**src/rtl/uart_rx_port_if.sv**
```systemverilog
// uart_rx_port_if: serial line, dequeue request and receive status between a UART receiver and its core.
interface uart_rx_port_if;
  logic       rx;
  logic       rd_arg;
  logic [8:0] rd_out;
  logic       overflow;
  logic       frame_err;
  modport master (output rx, rd_arg, input rd_out, overflow, frame_err);
  modport slave (input rx, rd_arg, output rd_out, overflow, frame_err);
endinterface

```
**src/rtl/uart_rx_port.sv**
```systemverilog
// uart_rx_port: 8N1 UART receiver feeding a small FIFO read as {valid, data}.
// Define UART_RX_PARITY_EN for 8E1 frames with even-parity checking.
module uart_rx_port #(
  parameter int CLK_PER_BIT = 16,
  parameter int FIFO_DEPTH  = 4
) (
  input logic           CLK,
  input logic           RST_N,
  uart_rx_port_if.slave bus
);
  localparam int AW = $clog2(FIFO_DEPTH);
  localparam int FW = AW + 1;
  localparam logic [15:0] FULL_BIT = 16'(CLK_PER_BIT);
  localparam logic [15:0] HALF_BIT = 16'(CLK_PER_BIT / 2);
`ifdef UART_RX_PARITY_EN
  typedef enum logic [2:0] {IDLE, START, DATA, PARITY, STOP, WAIT_IDLE} state_t;
  localparam state_t AFTER_DATA = PARITY;
  logic par_bad_q;
  logic par_bad;
  assign par_bad = par_bad_q;
`else
  typedef enum logic [2:0] {IDLE, START, DATA, STOP, WAIT_IDLE} state_t;
  localparam state_t AFTER_DATA = STOP;
  logic par_bad;
  assign par_bad = 1'b0;
`endif
  state_t        state_q;
  logic [15:0]   cnt_q;
  logic [2:0]    bit_q;
  logic [7:0]    sh_q;
  logic          frame_err_q;
  logic [1:0]    sync_q, sync_d;
  logic          rx_prev_q, rx_prev_d;
  logic [AW-1:0] wp_q, wp_d, rp_q, rp_d;
  logic [FW-1:0] fill_q, fill_d;
  logic          overflow_q, overflow_d;
  logic          rx_s, expire, push, pop, full, wr;
  logic [7:0]    mem [FIFO_DEPTH];
  assign rx_s   = sync_q[1];
  assign expire = cnt_q == 16'd1;
  // The byte is written at the end of the stop-sample cycle, so it is readable the next cycle.
  assign push   = state_q == STOP && expire && rx_s && !par_bad;
  always_comb begin
    sync_d     = {sync_q[0], bus.rx};
    rx_prev_d  = rx_s;
    pop        = bus.rd_arg && fill_q != '0;
    full       = fill_q == FW'(FIFO_DEPTH);
    wr         = push && (!full || pop);
    wp_d       = wp_q + AW'(wr);
    rp_d       = rp_q + AW'(pop);
    fill_d     = fill_q + FW'(wr) - FW'(pop);
    overflow_d = overflow_q || (push && !wr);
  end
  always_ff @(posedge CLK or negedge RST_N) begin
    if (!RST_N) begin
      sync_q     <= 2'b11;
      rx_prev_q  <= 1'b1;
      wp_q       <= '0;
      rp_q       <= '0;
      fill_q     <= '0;
      overflow_q <= 1'b0;
    end else begin
      sync_q     <= sync_d;
      rx_prev_q  <= rx_prev_d;
      wp_q       <= wp_d;
      rp_q       <= rp_d;
      fill_q     <= fill_d;
      overflow_q <= overflow_d;
    end
  end
  always_ff @(posedge CLK) begin
    if (wr) mem[wp_q] <= sh_q;
  end
  always_ff @(posedge CLK or negedge RST_N) begin
    if (!RST_N) begin
      state_q     <= IDLE;
      cnt_q       <= '0;
      bit_q       <= '0;
      sh_q        <= '0;
      frame_err_q <= 1'b0;
`ifdef UART_RX_PARITY_EN
      par_bad_q   <= 1'b0;
`endif
    end else begin
      frame_err_q <= 1'b0;
      case (state_q)
        IDLE: begin
          if (rx_prev_q && !rx_s) begin
            state_q <= START;
            cnt_q   <= HALF_BIT;
          end
        end
        START: begin
          if (!expire) cnt_q <= cnt_q - 16'd1;
          else begin
            state_q <= rx_s ? IDLE : DATA;
            cnt_q   <= rx_s ? 16'd0 : FULL_BIT;
            bit_q   <= '0;
`ifdef UART_RX_PARITY_EN
            par_bad_q <= 1'b0;
`endif
          end
        end
        DATA: begin
          if (!expire) cnt_q <= cnt_q - 16'd1;
          else begin
            sh_q    <= {rx_s, sh_q[7:1]};
            cnt_q   <= FULL_BIT;
            bit_q   <= bit_q + 3'd1;
            state_q <= bit_q == 3'd7 ? AFTER_DATA : DATA;
          end
        end
`ifdef UART_RX_PARITY_EN
        PARITY: begin
          if (!expire) cnt_q <= cnt_q - 16'd1;
          else begin
            par_bad_q   <= ^{sh_q, rx_s};
            frame_err_q <= ^{sh_q, rx_s};
            cnt_q       <= FULL_BIT;
            state_q     <= STOP;
          end
        end
`endif
        STOP: begin
          if (!expire) cnt_q <= cnt_q - 16'd1;
          else begin
            frame_err_q <= !rx_s && !par_bad;
            cnt_q       <= '0;
            state_q     <= rx_s ? IDLE : WAIT_IDLE;
          end
        end
        WAIT_IDLE: state_q <= rx_s ? IDLE : WAIT_IDLE;
        default: state_q <= IDLE;
      endcase
    end
  end
  assign bus.rd_out    = fill_q != '0 ? {1'b1, mem[rp_q]} : 9'h000;
  assign bus.overflow  = overflow_q;
  assign bus.frame_err = frame_err_q;
endmodule

```
**src/flat_wrapper.sv**
```systemverilog
// flat-port wrapper written by rule: the top's interface ports become plain ports
module uart_rx_port_flat 
#(
  parameter int CLK_PER_BIT = 16,
  parameter int FIFO_DEPTH  = 4
)
  (CLK, RST_N, bus_rx, bus_rd_arg, bus_rd_out, bus_overflow, bus_frame_err);
  uart_rx_port_if bus_i ();
  input logic CLK;
  input logic RST_N;
  input wire logic [$bits(bus_i.rx)-1:0] bus_rx;
  input wire logic [$bits(bus_i.rd_arg)-1:0] bus_rd_arg;
  output wire logic [$bits(bus_i.rd_out)-1:0] bus_rd_out;
  output wire logic [$bits(bus_i.overflow)-1:0] bus_overflow;
  output wire logic [$bits(bus_i.frame_err)-1:0] bus_frame_err;
  assign bus_i.rx = bus_rx;
  assign bus_i.rd_arg = bus_rd_arg;
  assign bus_rd_out = bus_i.rd_out;
  assign bus_overflow = bus_i.overflow;
  assign bus_frame_err = bus_i.frame_err;
  uart_rx_port #(.CLK_PER_BIT(CLK_PER_BIT), .FIFO_DEPTH(FIFO_DEPTH)) u_core (.CLK(CLK), .RST_N(RST_N), .bus(bus_i));
endmodule
```
**config.mk**
```make
export PLATFORM = sky130hd
export DESIGN_NAME = uart_rx_port_flat
export DESIGN_NICKNAME = d
export VERILOG_FILES = /design/src/rtl/uart_rx_port_if.sv /design/src/rtl/uart_rx_port.sv /design/src/flat_wrapper.sv
export SDC_FILE = /design/constraint.sdc
export NUM_CORES = 1
export LEC_CHECK = 0
export ABC_AREA = 1
export BUFFER_PORTS_ARGS = -buffer_cell sky130_fd_sc_hd__clkbuf_2
export CAP_MARGIN = 10
export CORE_MARGIN = 3
export CORE_UTILIZATION = 55
export DETAILED_ROUTE_END_ITERATION = 16
export GPL_TIMING_DRIVEN = 1
export PLACE_DENSITY = 0.77
export SYNTH_ARGS = -nofsm -noshare
export SYNTH_HDL_FRONTEND = slang
export SYNTH_SLANG_ARGS = --single-unit
```
**constraint.sdc**
```tcl
create_clock -name CLK -period 2.05 [get_ports CLK]
set_clock_uncertainty 0.2 [all_clocks]
set_input_delay 0.3075 -clock CLK [delete_from_list [all_inputs] [get_ports CLK]]
set_output_delay 0.3075 -clock CLK [all_outputs]
set_load 0.01 [all_outputs]
```
Yosys cells after proc, flatten, opt, wreduce, memory -nomap -nowiden
Memory sizes are Yosys's and may differ from the RTL's.
Cells that the tools add are included.
{ "totals": {"ff_bits": 42, "mem_bits_rw": 32, "in_bits": 4, "out_inout_bits": 11, "elab_cells": 70, "mem_count": 1} }
{ "op_classes": {"n_addsub": 6, "n_eq_ne": 11, "muxes": 22, "n_reduce_logical": 19} }
{ "mem_list": {"columns": ["name", "depth", "width", "rd", "rd_clocked_by_memory_dff", "write_ports", "line", "rtl"], "rows": [
  ["u_core.mem", 4, 8, 1, 0, 1, "uart_rx_port.sv:38", "logic [7:0] mem [FIFO_DEPTH];"]
]} }
{ "op_table": {"columns": ["op", "n"], "rows": [
  ["$mux 16", 4],
  ["$pmux 16 s4", 1],
  ["$mux 3", 7],
  ["$eq 16x1->1 const B", 1],
  ["$sub 16x1->16 const B", 1],
  ["$pmux 3 s5", 1],
  ["$eq 3x3->1 const B", 3],
  ["$mux 9", 1],
  ["$ne 2x1->1 const B", 4],
  ["$eq 3x2->1 const B", 2],
  ["$logic_and 1x1->1", 6],
  ["$pmux 3 s2", 1],
  ["$mux 1", 5],
  ["$mux 5", 1],
  ["$add 2x1->2", 2],
  ["$reduce_and 2->1", 2],
  ["$reduce_and 4->1", 1],
  ["$reduce_bool 4->1", 1],
  ["$add 3x1->3", 1],
  ["$add 3x1->3 const B", 1],
  ["$eq 3x1->1 const B", 1],
  ["$logic_not 1->1", 3],
  ["$logic_not 3->1", 1],
  ["$reduce_and 3->1", 1],
  ["5 further kinds", 6]
]} }

Longest topological paths before layout
{ "logic_depth": {"ltp_word": 7, "mapped_depth": 12, "depth_no_buf": 12} }

Worst setup path before layout
No wires, ideal clock.
{ "synth_timing": {"kind": "reg2reg", "from": "reg u_core.cnt_q[1]", "to": "reg u_core.fill_q[2]", "setup_ps": 123, "arrival_time_ps": 1931, "t_required_ps": 1727, "path_slack_ps": -204, "path_stages_with_launch": 13, "n_path_buf": 0, "period_less_slack_ps": 2254, "path_cell_list": "dfrtp_1 > inv_1 > ha_1 > nand2_1 > nor2_1 > nand3_2 > nor2_2 > nand2_1 > nor2_1 > ha_1 > inv_1 > fa_1 > xnor2_1"} }
{ "synth_between": {"elab_chain_len": 6} }
{ "synth_lines": {"columns": ["element", "line", "rtl"], "rows": [
  ["start, declared", "uart_rx_port.sv:28", "logic [15:0] cnt_q;"],
  ["start signal, assigned", "uart_rx_port.sv:94", "if (!expire) cnt_q <= cnt_q - 16'd1;"],
  ["start signal, assigned", "uart_rx_port.sv:97", "cnt_q <= rx_s ? 16'd0 : FULL_BIT;"],
  ["start signal, assigned", "uart_rx_port.sv:105", "if (!expire) cnt_q <= cnt_q - 16'd1;"],
  ["$eq 16x1->1", "uart_rx_port.sv:40", "assign expire = cnt_q == 16'd1;"],
  ["$logic_and 1x1->1 (2 in series)", "uart_rx_port.sv:42", "assign push = state_q == STOP && expire && rx_s && !par_bad;"],
  ["$logic_and 1x1->1", "uart_rx_port.sv:48", "wr = push && (!full || pop);"],
  ["$add 3x1->3", "uart_rx_port.sv:51", "fill_d = fill_q + FW'(wr) - FW'(pop);"],
  ["$sub 3x1->3", "uart_rx_port.sv:51", null],
  ["net u_core.fill_d[2]", "uart_rx_port.sv:35", "logic [FW-1:0] fill_q, fill_d;"],
  ["end signal, assigned", "uart_rx_port.sv:67", "fill_q <= fill_d;"],
  ["end, declared", "uart_rx_port.sv:35", null]
]} }
The timed path passes the listed nets, and every way through them passes these cells.
A chain may end at the register's enable or synchronous reset.

Worst setup path after layout
{ "layout_timing": {"from": "reg u_core.cnt_q[1]", "to": "reg u_core.fill_q[1]"} }
The elaborated chain is that of the path after synthesis.

==> summary.txt <==
outcome -> finished with violations
failing checks -> setup timing
complex-gate fraction of the synthesized area -> 0.0866
reg-to-reg critical path startpoint -> u_core.cnt_q[1]
fraction of the cycle the final worst path needs -> 1.10
ratio of cells with drive above 1 in the final layout -> 0.294
Final #Nets -> 436
Worst Setup Start Kind -> flop
DRC -> 0
adder-cell area share of the yosys netlist -> 0.0351
post-route ant nets -> 0
worst vdd ir -> 908 µV
Wirelength per Cell -> 14.4 µm
Worst path top cell family by delay -> adder cells
Iteration-0 DRC Markers -> 105
vias in the first global route -> 2740
Final Wtd Congestion -> 0.909
Die W -> 84.9 µm
pwr dens -> 1430 nW/µm²
mux contribution to synthesized area -> 0
Hold Path Class -> flop to flop
main combinational cell family by area after synthesis -> simple AND/OR/NAND/NOR gates
Final min period -> 2.25 ns
global-route wire length before repair -> 12200 µm
mapped cell area -> 3430 µm²
final hold violation count -> 0
synth unique cells -> 31
Synth Register Bits -> 74
die height -> 84.9 µm
GRT met3 Usage -> 0.0408
register area share after synthesis -> 0.588
final std cell area, no fill -> 4280 µm²
DPL Wire Length -> 5120 µm
antenna violations before repair -> 0
synth top area cells -> dfrtp_1 28%, edfxtp_1 28%, nor2_1 7.2%
final slew viol count -> 0
worst hold stages -> 0
Mapped Cells -> 349
Max-Cap Viols -> 0
Worst setup EP type -> flop
M2 GR Usage -> 0.393
Crit path buffers/inverters -> 3
Worst EP arrival -> 2.29 ns
Clock Latency Late Sink -> 0.35 ns
Starting Density -> 0.572
Pre-Repair DR Iteration Count -> 4
cell type with the highest aggregate area in the netlist -> dfrtp_1
H-tree level count -> 3
dpl ws -> -0.193 ns
Area Growth Syn to Fin -> 24.9%
CP Cell Sequence -> inv_2 -> ha_4 -> nand2_2 -> nor2_2 -> nand3_2 -> nor2_4 -> nand2_2 -> nor2_4 -> ha_2 -> inv_2 -> fa_1 -> inv_1
CP max stage delay -> 0.49 ns
simple-gate share of the synthesized area -> 0.201
Boundary Pins -> 15
gr usage total -> 0.219
grt peak-use layer -> met2
Synth Area in XOR/XNOR -> 0.0409
core area -> 5990 µm²
Max clock buf depth -> 2
vias -> 2599
Layout Utilization -> 0.714
PortBufs -> 14
gr ovfl total -> 0
routed wire length -> 7230 µm
ANT cells -> 0
critical path's slowest cell -> fa_1
setup violators final -> 10
max_slew headroom -> 0.647
clock transition at the registers of the reported paths -> 0.08 ns
Final Power -> 6.10 mW
Worst EP required -> 2.09 ns
CP max FO -> 2
largest net degree at the start of global routing -> 43
Num Clock Sinks -> 74
CTS buffer count -> 9
RSZ-0062 raised after global routing -> true
Reg-to-Reg End -> u_core.fill_q[1]
vias per inst -> 5.17
CTS tree -> done
M1 GR Usage -> 0.246
Worst Tran Pin Value -> 0.529 ns
syn_nets -> 362
Die ar. -> 7210 µm²
Hold Path Origin -> u_core.sync_q[0]
Leakage -> 1.96 nW
Avg Synthesized Cell Area -> 9.82 µm²
YS warnings -> 0
Max Fclk -> 445 MHz
Final WS setup -> -0.196 ns
FP Rows -> 28
clk root buf -> clkbuf_8
FF-to-FF setup slack -> -0.20 ns
CP Class -> flop to flop
Synth top area share -> 0.285
r2r worst-path depth -> 12
Hold EP -> u_core.sync_q[1]
post-placement cell area -> 3950 µm²
-- how the worst max path moves through the flow --
stage                           from  cells after the start          endpoint
floorplan            u_core.cnt_q[1]                     12  u_core.fill_q[2]
global placement     u_core.cnt_q[5]                     11  u_core.fill_q[2]
detailed placement   u_core.cnt_q[5]                     11  u_core.fill_q[2]
CTS                 u_core.cnt_q[12]                     11  u_core.fill_q[2]
global route         u_core.cnt_q[1]                     12  u_core.fill_q[2]
finish               u_core.cnt_q[1]                     12  u_core.fill_q[1]
-- placed cells by master (no fill, tap or decap), drive strengths merged, types with 5 or more instances in the layout --
cell	count
clkbuf	23
nand4	7
dfrtp	39
buf	52
o21ai	31
nand2	52
inv	39
xor2	12
nand3	15
edfxtp	32
nor2	74
nor3	5
ha	8
a21oi	15
-- worst register-to-register path, delay by kind of cell (launching register included) --
| family | cells | cell delay, ns |
|---|---|---|
| buf+inv | 3 | 0.15 |
| fa+ha+maj | 3 | 0.81 |
| simple gates | 6 | 0.61 |
| flops | 1 | 0.38 |
-- through the flow --
step | hold WS [ns] | TNS (ns) | std cells
2_1_floorplan | -0.188 | -0.371 | 349
3_3_place_gp | 0.146 | -0.229 | 480
3_5_place_dp | 0.150 | -0.376 | 480
4_1_cts | 0.161 | -0.458 | 501
5_1_grt | 0.164 | -4.98 | 503
6_report | 0.159 | -0.633 | 503
-- cell families (layout without fill, tap and decap cells) --
kind of cell / Yosys count / after routing
AND/OR/NAND/NOR: 153 / 153
buffers and inverters: 43 / 122
adder cells (fa/ha/maj): 9 / 9
AO/OA/AOI/OAI: 54 / 54
XOR/XNOR: 16 / 16
flip-flops: 74 / 74
-- cell type report --
type | instances | area (µm²)
Sequential cell | 74 | 2020
Fill cell | 444 | 1710
Multi-Input combinational cell | 232 | 1320
Timing Repair Buffer | 68 | 507
Inverter | 38 | 145
Clock buffer | 9 | 124
Tap cell | 75 | 93.8
Clock inverter | 7 | 76.3
-- layer usage --
metal	wire length [µm]	up-vias
met5	0	-
li1	-	1302
met2	3900	46
met4	210	0
met3	220	17
met1	2900	1234
-- power by group --
group	internal, mW	switching (mW)
clock network	0.569	0.556
registers	1.87	0.249
logic	1.20	1.66
total	3.64	2.46
-- registers in the layout (all words and copies together), names as in the netlist --
signal / cells
u_core.bit_q: 3
u_core.bus.frame_err: 1
u_core.bus.overflow: 1
u_core.cnt_q: 16
u_core.fill_q: 3
u_core.mem: 32
u_core.rp_q: 2
u_core.rx_prev_q: 1
u_core.sh_q: 8
u_core.state_q: 3
u_core.sync_q: 2
u_core.wp_q: 2
-- synth_stat cells --
| cell | n |
|---|---|
| a21oi_1 | 14 |
| nand2_2 | 3 |
| nor3_4 | 1 |
| nor2_1 | 66 |
| fa_1 | 1 |
| o21ai_0 | 24 |
| o21ai_1 | 7 |
| xnor2_1 | 4 |
| ha_1 | 8 |
| nor2_4 | 1 |
| inv_1 | 32 |
| dfstp_2 | 3 |
| nand4_1 | 7 |
| nand2_1 | 48 |
| o22ai_1 | 4 |
| nand2_4 | 1 |
| dfrtp_1 | 39 |
| nand3_2 | 3 |
| a21oi_4 | 1 |
| clkbuf_1 | 2 |
| o211ai_1 | 1 |
| inv_2 | 5 |
| xor2_1 | 12 |
| clkinv_1 | 1 |
| nand3_1 | 12 |
| buf_2 | 3 |
| nor3_2 | 1 |
| edfxtp_1 | 32 |
| nor2_2 | 7 |
| nor3_1 | 3 |
| o21bai_1 | 3 |
-- timing repair --
item | 4_1_cts | 5_1_grt
buffers inserted | 3 | 2
hold buffers | 2 | 0
pin swaps | 6 | 2
gates resized for setup | 6 | 16
setup endpoints to repair | 8 | 43
hold endpoints to repair | 40 | 0
Note: power is estimated with default switching activity, not from simulation.
